### src/rtl/onehot_demux32_1to4_if.sv
// Bus bundle for the one-hot 1-to-4 router: one producer port and four lane outputs.
// ONEHOT_DEMUX_ERRCNT_EN adds the saturating illegal-select counter.
interface onehot_demux32_1to4_if #(
    parameter int unsigned DATA_W = 32
) ();
    logic [DATA_W-1:0] In_Data;
    logic [3:0]        In_Select;
    logic              In_Valid;
    logic              In_Ready;
    logic [DATA_W-1:0] Out_A;
    logic [DATA_W-1:0] Out_B;
    logic [DATA_W-1:0] Out_C;
    logic [DATA_W-1:0] Out_D;
    logic [3:0]        Out_Valid;
    logic [3:0]        Out_Ready;
    logic              Sel_Err;
`ifdef ONEHOT_DEMUX_ERRCNT_EN
    logic [7:0]        Sel_Err_Count;
`endif

    modport master (
        output In_Data, In_Select, In_Valid, Out_Ready,
        input  In_Ready, Out_A, Out_B, Out_C, Out_D, Out_Valid, Sel_Err
`ifdef ONEHOT_DEMUX_ERRCNT_EN
        , input Sel_Err_Count
`endif
    );

    modport slave (
        input  In_Data, In_Select, In_Valid, Out_Ready,
        output In_Ready, Out_A, Out_B, Out_C, Out_D, Out_Valid, Sel_Err
`ifdef ONEHOT_DEMUX_ERRCNT_EN
        , output Sel_Err_Count
`endif
    );
endinterface

### src/rtl/onehot_demux32_1to4.sv
// Registered one-hot 1-to-4 router; each lane is a one-word EMPTY/FULL buffer.
// ONEHOT_DEMUX_ERRCNT_EN enables the Sel_Err_Count output.
module onehot_demux32_1to4 #(
    parameter int unsigned DATA_W = 32
) (
    input logic                   Clk,
    input logic                   Reset_n,
    onehot_demux32_1to4_if.slave  bus
);
    localparam int unsigned LANES = 4;
    localparam int unsigned CNT_W = 8;

    logic [LANES-1:0]  r_valid;
    logic [LANES-1:0]  w_valid_nxt;
    logic [DATA_W-1:0] r_data     [LANES];
    logic [DATA_W-1:0] w_data_nxt [LANES];
    logic              r_sel_err;
    logic              w_sel_err_nxt;
    logic              w_legal;
    logic              w_lane_free;
    logic              w_in_ready;
    logic              w_accept;
`ifdef ONEHOT_DEMUX_ERRCNT_EN
    logic [CNT_W-1:0]  r_err_cnt;
    logic [CNT_W-1:0]  w_err_cnt_nxt;
`endif

    // Handshake decode: illegal selects are always accepted so they can be dropped.
    always_comb begin
        w_legal     = (bus.In_Select != '0) &&
                      ((bus.In_Select & (bus.In_Select - 4'd1)) == '0);
        w_lane_free = |(bus.In_Select & (~r_valid | bus.Out_Ready));
        w_in_ready  = Reset_n & (~w_legal | w_lane_free);
        w_accept    = bus.In_Valid & w_in_ready;
    end

    // Next-state: drains clear valid, a legal accept on the same lane overrides.
    always_comb begin
        w_valid_nxt   = r_valid & ~bus.Out_Ready;
        w_sel_err_nxt = w_accept & ~w_legal;
        for (int unsigned i = 0; i < LANES; i++) begin
            w_data_nxt[i] = r_data[i];
            if (w_accept && w_legal && bus.In_Select[i]) begin
                w_data_nxt[i]  = bus.In_Data;
                w_valid_nxt[i] = 1'b1;
            end
        end
`ifdef ONEHOT_DEMUX_ERRCNT_EN
        w_err_cnt_nxt = r_err_cnt;
        if (w_sel_err_nxt && (r_err_cnt != {CNT_W{1'b1}})) begin
            w_err_cnt_nxt = r_err_cnt + CNT_W'(1);
        end
`endif
    end

    always_ff @(posedge Clk) begin
        if (!Reset_n) begin
            r_valid   <= '0;
            r_sel_err <= 1'b0;
            for (int unsigned i = 0; i < LANES; i++) begin
                r_data[i] <= '0;
            end
`ifdef ONEHOT_DEMUX_ERRCNT_EN
            r_err_cnt <= '0;
`endif
        end else begin
            r_valid   <= w_valid_nxt;
            r_sel_err <= w_sel_err_nxt;
            for (int unsigned i = 0; i < LANES; i++) begin
                r_data[i] <= w_data_nxt[i];
            end
`ifdef ONEHOT_DEMUX_ERRCNT_EN
            r_err_cnt <= w_err_cnt_nxt;
`endif
        end
    end

    // Output mapping; only In_Ready is combinational.
    always_comb begin
        bus.In_Ready  = w_in_ready;
        bus.Out_Valid = r_valid;
        bus.Out_A     = r_data[0];
        bus.Out_B     = r_data[1];
        bus.Out_C     = r_data[2];
        bus.Out_D     = r_data[3];
        bus.Sel_Err   = r_sel_err;
`ifdef ONEHOT_DEMUX_ERRCNT_EN
        bus.Sel_Err_Count = r_err_cnt;
`endif
    end
endmodule

### src/flat_wrapper.sv
// flat-port wrapper written by rule: the top's interface ports become plain ports
module onehot_demux32_1to4_flat 
#(
    parameter int unsigned DATA_W = 32
)
  (Clk, Reset_n, bus_In_Data, bus_In_Select, bus_In_Valid, bus_Out_Ready, bus_In_Ready, bus_Out_A, bus_Out_B, bus_Out_C, bus_Out_D, bus_Out_Valid, bus_Sel_Err);
  onehot_demux32_1to4_if #(.DATA_W(DATA_W)) bus_i ();
  input logic Clk;
  input logic Reset_n;
  input wire logic [$bits(bus_i.In_Data)-1:0] bus_In_Data;
  input wire logic [$bits(bus_i.In_Select)-1:0] bus_In_Select;
  input wire logic [$bits(bus_i.In_Valid)-1:0] bus_In_Valid;
  input wire logic [$bits(bus_i.Out_Ready)-1:0] bus_Out_Ready;
  output wire logic [$bits(bus_i.In_Ready)-1:0] bus_In_Ready;
  output wire logic [$bits(bus_i.Out_A)-1:0] bus_Out_A;
  output wire logic [$bits(bus_i.Out_B)-1:0] bus_Out_B;
  output wire logic [$bits(bus_i.Out_C)-1:0] bus_Out_C;
  output wire logic [$bits(bus_i.Out_D)-1:0] bus_Out_D;
  output wire logic [$bits(bus_i.Out_Valid)-1:0] bus_Out_Valid;
  output wire logic [$bits(bus_i.Sel_Err)-1:0] bus_Sel_Err;
  assign bus_i.In_Data = bus_In_Data;
  assign bus_i.In_Select = bus_In_Select;
  assign bus_i.In_Valid = bus_In_Valid;
  assign bus_i.Out_Ready = bus_Out_Ready;
  assign bus_In_Ready = bus_i.In_Ready;
  assign bus_Out_A = bus_i.Out_A;
  assign bus_Out_B = bus_i.Out_B;
  assign bus_Out_C = bus_i.Out_C;
  assign bus_Out_D = bus_i.Out_D;
  assign bus_Out_Valid = bus_i.Out_Valid;
  assign bus_Sel_Err = bus_i.Sel_Err;
  onehot_demux32_1to4 #(.DATA_W(DATA_W)) u_core (.Clk(Clk), .Reset_n(Reset_n), .bus(bus_i));
endmodule
### config.mk
export PLATFORM = sky130hd
export DESIGN_NAME = onehot_demux32_1to4_flat
export DESIGN_NICKNAME = d
export VERILOG_FILES = /design/src/rtl/onehot_demux32_1to4_if.sv /design/src/rtl/onehot_demux32_1to4.sv /design/src/flat_wrapper.sv
export SDC_FILE = /design/constraint.sdc
export NUM_CORES = 1
export LEC_CHECK = 0
export BUFFER_PORTS_ARGS = -buffer_cell sky130_fd_sc_hd__buf_2
export CAP_MARGIN = 5
export CORE_AREA = 4 4 146 148
export DETAILED_ROUTE_END_ITERATION = 6
export DIE_AREA = 0 0 150 152
export SLEW_MARGIN = 20
export SYNTH_ARGS = -nofsm -noshare
export SYNTH_HDL_FRONTEND = slang
export SYNTH_SLANG_ARGS = --single-unit
### constraint.sdc
create_clock -name Clk -period 2.7 [get_ports Clk]
set_clock_uncertainty 0.15 [all_clocks]
set_input_delay 0.54 -clock Clk [delete_from_list [all_inputs] [get_ports Clk]]
set_output_delay 0.54 -clock Clk [all_outputs]
set_load 0.005 [all_outputs]
Yosys cells after proc, flatten, opt, wreduce, memory -nomap -nowiden
Memory sizes are Yosys's and may differ from the RTL's.
Cells that the tools add are included.
{"block": "op_classes", "n_reduce_logical": 9, "n_mux": 14, "addsub": 1, "bitwise": 15}
{"cell": "32-bit two-way mux", "count": 8}
{"cell": "4-bit AND", "count": 3}
{"cell": "4-bit NOT", "count": 2}
{"cell": "1-bit logical AND", "count": 6}
{"cell": "1-bit two-way mux", "count": 6}
{"cell": "1-bit OR", "count": 5}
{"cell": "4-bit logical NOT", "count": 1}
{"cell": "4-bit OR", "count": 1}
{"cell": "4-bit nonzero test", "count": 1}
{"cell": "4-bit OR reduction", "count": 1}
{"cell": "4-bit by 1-bit subtractor with 4-bit output, second input constant", "count": 1}
{"cell": "1-bit AND", "count": 3}
{"cell": "1-bit NOT", "count": 1}
{"block": "word_totals", "register_bits": 5, "output_inout_bits": 134, "mem_bits_rw": 128, "mem_count": 1}
{"memory": "u_core.r_data", "words": 4, "width": 32, "read_ports": 4, "rd_ports_with_merged_regs": 0, "write_ports": 4, "line": "onehot_demux32_1to4.sv:15", "text": "logic [DATA_W-1:0] r_data [LANES];"}

Longest topological paths before layout
{"block": "depth", "word_depth": 12, "depth_mapped": 7, "depth_no_buf": 4}

Worst setup path after synthesis
OpenSTA, ideal clock, no wires.
{"block": "synth_timing", "path_type": "input to register", "start": "input Reset_n", "end": "memory u_core.r_data[0][12]", "cell_stages": 6, "slack_ns": 0.648, "required_ns": 2.478, "setup_ns": 0.072, "t_arrival_ns": 1.830, "cell_sequence": "buf_4 and2_4 nand2_2 a2111oi_4 buf_6 mux2i_1"}
{"element": "start: declaration", "line": "flat_wrapper.sv:9", "text": "input logic Reset_n;"}
{"element": "end: declaration", "line": "onehot_demux32_1to4.sv:15"}

Worst setup path after layout
{"block": "layout_timing", "start": "register u_core.r_valid[0], in the netlist u_core.bus.Out_Valid[0]", "end": "output bus_In_Ready"}
{"block": "layout_between", "elab_chain_len": 6}
{"element": "start: declaration", "line": "onehot_demux32_1to4.sv:13", "text": "logic [LANES-1:0] r_valid;"}
{"element": "start signal: assignment", "line": "onehot_demux32_1to4.sv:67", "text": "r_valid <= w_valid_nxt;"}
{"element": "4-bit NOT", "line": "onehot_demux32_1to4.sv:32", "text": "w_lane_free = |(bus.In_Select & (~r_valid | bus.Out_Ready));"}
{"element": "4-bit OR", "line": "onehot_demux32_1to4.sv:32"}
{"element": "4-bit AND", "line": "onehot_demux32_1to4.sv:32"}
{"element": "4-bit OR reduction", "line": "onehot_demux32_1to4.sv:32"}
{"element": "1-bit OR", "line": "onehot_demux32_1to4.sv:33", "text": "w_in_ready = Reset_n & (~w_legal | w_lane_free);"}
{"element": "1-bit AND", "line": "onehot_demux32_1to4.sv:33"}
{"element": "end: declaration", "line": "flat_wrapper.sv:14", "text": "output wire logic [$bits(bus_i.In_Ready)-1:0] bus_In_Ready;"}
No other way between the ends.

==> results.toml <==
[outcome]
status = "completed"

[grt]
grt_pass1_vias = 3804
grt_overflow = 0
grtUsageTotal_pct = 11.7
grt_start_max_net_pins = 90
grt_antenna_before_repair = 1
grt_pass1_wl_um = 20900

[synth]
synth_cells = 484
synth-seq-cells = 133
synth_fp_nets = 527
syn-mean-instance-area_sq_um = 10.3
synth.distinct_cells = 27
yosys_warnings = 0
synth_area_sq_um = 4960
yosysSeqAreaShare_pct = 53.6

[timing]
max_freq_mhz = 414
fin_ws_ps = 283
rsz0062_at_grt = "no"
relSlewSlack_pct = 39.6
min_period_ps = 2420
min_period_over_period_pct = 89.5
worst_slew_pin_slew_ps = 906
slew_viol_final = 0
setup_violations = 0
holdWs_ps = 297
hold_viol = 0
fin_setup_tns_ps = 0

[worst_setup_path]
worstSetupStartpointType = "flip-flop"
worstPathMaxFanout = 3
cp-endpoint = "bus_In_Ready"
rr_worst_depth = 5
r2r_start = "u_core.bus.Out_Valid[0]$_SDFF_PN0_"
r2r_setup_slack_ps = 780
cp-startpoint = "u_core.bus.Out_Valid[0]$_SDFF_PN0_"
critPathKind = "flip-flop to output port"
crit_required_ps = 2010
crit_arrival_ps = 1730
end_kind = "output port"
worstReg2RegEnd = "u_core.r_data[1][4]$_SDFFE_PN0P_"

[clock_tree]
cts_num_sinks = 133
numCtsBuffers = 17
cts-hold-fix-buffers = 0
clockBufferDepth = 2
postCtsSetupRepairBufs = 0
cts_resized = 0
insertion_delay_ps = 400
cts.clk_slew.worst_paths_ps = 60
cts_tree = "yes"
clock-root-buffer = "clkbuf_16"
cts_max_level = 4

[floorplanning]
die_y_um = 152
dieWidth_um = 150
core_area_sq_um = 20000
ios = 177
dieArea_sq_um = 22800
rows = 52
initial_core_util_pct = 24.8

[final_layout]
syn2layout_area_growth_pct = 33.9
layout_commonest_cell = "buf_2"
n_antenna_cell = 0
mostFrequentLayoutCells = "buf_2, nand2_1, dfxtp_1, mux2i_1, clkbuf_16"
drive_gt1_share_pct = 33.6
n_fill_cell = 2105
final_area_sq_um = 6650
final_nets = 699

[place]
portBuffers = 176
gp_congestion = 0.732
pre_cts_slack_ps = 396
hpwl_um = 9250
placed_cell_area_sq_um = 6070

[power_and_ir_drop]
p_leak_uw = 0.00346
power_density_nw_per_um2 = 657
vdd_drop_max_v = 0.000386
finalPower_uw = 4370

[route]
routed_wl_um = 13300
ant_nets = 0
vias = 3892
firstDrtPassIters = 4
vias_per_cell = 4.14
drc_errors = 0
wire_per_inst_um = 14.2
drt_iter0_drc = 155

[worst_hold_path]
hold_path.class = "primary input to flip-flop"

[job]
drv_cap = 0
==> critical path, cell delays in order, from the launching register on <==
cell and delay [ps]:
dfxtp_1 320, nor2b_1 350, a2bb2oi_1 360, a31oi_1 150, buf_2 150
==> where the power goes <==
| part | internal, uW | switching, uW | total, uW |
|---|---|---|---|
| combinational | 64.3 | 109 | 174 |
| clock | 1340 | 875 | 2210 |
| sequential | 1980 | 6.64 | 1980 |
| total | 3380 | 991 | 4370 |
==> cells by family (layout without fill, tap and decap cells) <==
kind of cell	Yosys count	after routing	share of synthesized area [%]
buffers and inverters	35	220	4.33
flip-flops	133	133	53.6
multiplexers	128	128	25.8
AND/OR/NAND/NOR	174	174	13.9
XOR/XNOR	1	1	0.176
AO/OA/AOI/OAI	13	13	2.12
==> synth_stat cells (all sizes together) <==
cell type / n / area [sq um]
o21a: 1 / 7.51
or4: 2 / 15.0
a21oi: 4 / 20.0
nand3b: 2 / 15.0
nand2b: 3 / 18.8
nor2: 1 / 3.75
a21o: 1 / 7.51
dfxtp: 133 / 2660
o21ai: 3 / 15.0
mux2i: 128 / 1280
nor2b: 2 / 12.5
a2111oi: 1 / 27.5
xor2: 1 / 8.76
a22oi: 1 / 12.5
nand4: 1 / 6.26
nand2: 161 / 607
a2bb2oi: 1 / 8.76
nand3: 1 / 5.00
and2: 1 / 8.76
inv: 2 / 7.51
clkbuf: 17 / 63.8
a31oi: 1 / 6.26
buf: 16 / 144
==> registers in the layout, summed over array words and instances (netlist names) <==
name	count
u_core.bus.Sel_Err	1
u_core.bus.Out_Valid	4
u_core.r_data	128
==> how the worst min path moves through the flow <==
stage | from | to | slack (ps) | cells past startpoint
floorplan | u_core.r_data[0][0]$_SDFFE_PN0P_ | u_core.r_data[0][0]$_SDFFE_PN0P_ | 300 | 2
global placement | u_core.r_data[0][17]$_SDFFE_PN0P_ | u_core.r_data[0][17]$_SDFFE_PN0P_ | 290 | 2
detailed placement | u_core.r_data[1][12]$_SDFFE_PN0P_ | u_core.r_data[1][12]$_SDFFE_PN0P_ | 290 | 2
CTS | bus_Out_Ready[2] | u_core.bus.Out_Valid[2]$_SDFF_PN0_ | 270 | 3
global route | bus_Out_Ready[1] | u_core.bus.Out_Valid[1]$_SDFF_PN0_ | 290 | 3
finish | bus_Out_Ready[3] | u_core.bus.Out_Valid[3]$_SDFF_PN0_ | 300 | 3
==> stage by stage <==
stage	utilization, %	instances
global placement	30.3	907
CTS	33.2	939
global route	33.2	939
detailed placement	30.3	907
finish	33.2	939
floorplan	-	484
==> routing by layer <==
metal	track usage, %	vias to the layer above	share of wire [%]
li1	-	1943	-
met1	14.9	1816	46
met2	17.9	117	46
met3	4.77	14	7.6
met4	3.79	2	1.2
met5	0	-	0.053
==> cell type report <==
class / instances / area [sq um] / area share [%]
Multi-Input combinational cell: 316 / 2090 / 31.5
Timing Repair Buffer: 186 / 971 / 14.6
Inverter: 2 / 7.51 / 0.113
Tap cell: 270 / 338 / 5.08
Clock buffer: 21 / 470 / 7.08
Clock inverter: 11 / 103 / 1.54
Sequential cell: 133 / 2660 / 40.1
Note: power is estimated with default switching activity, not from simulation.
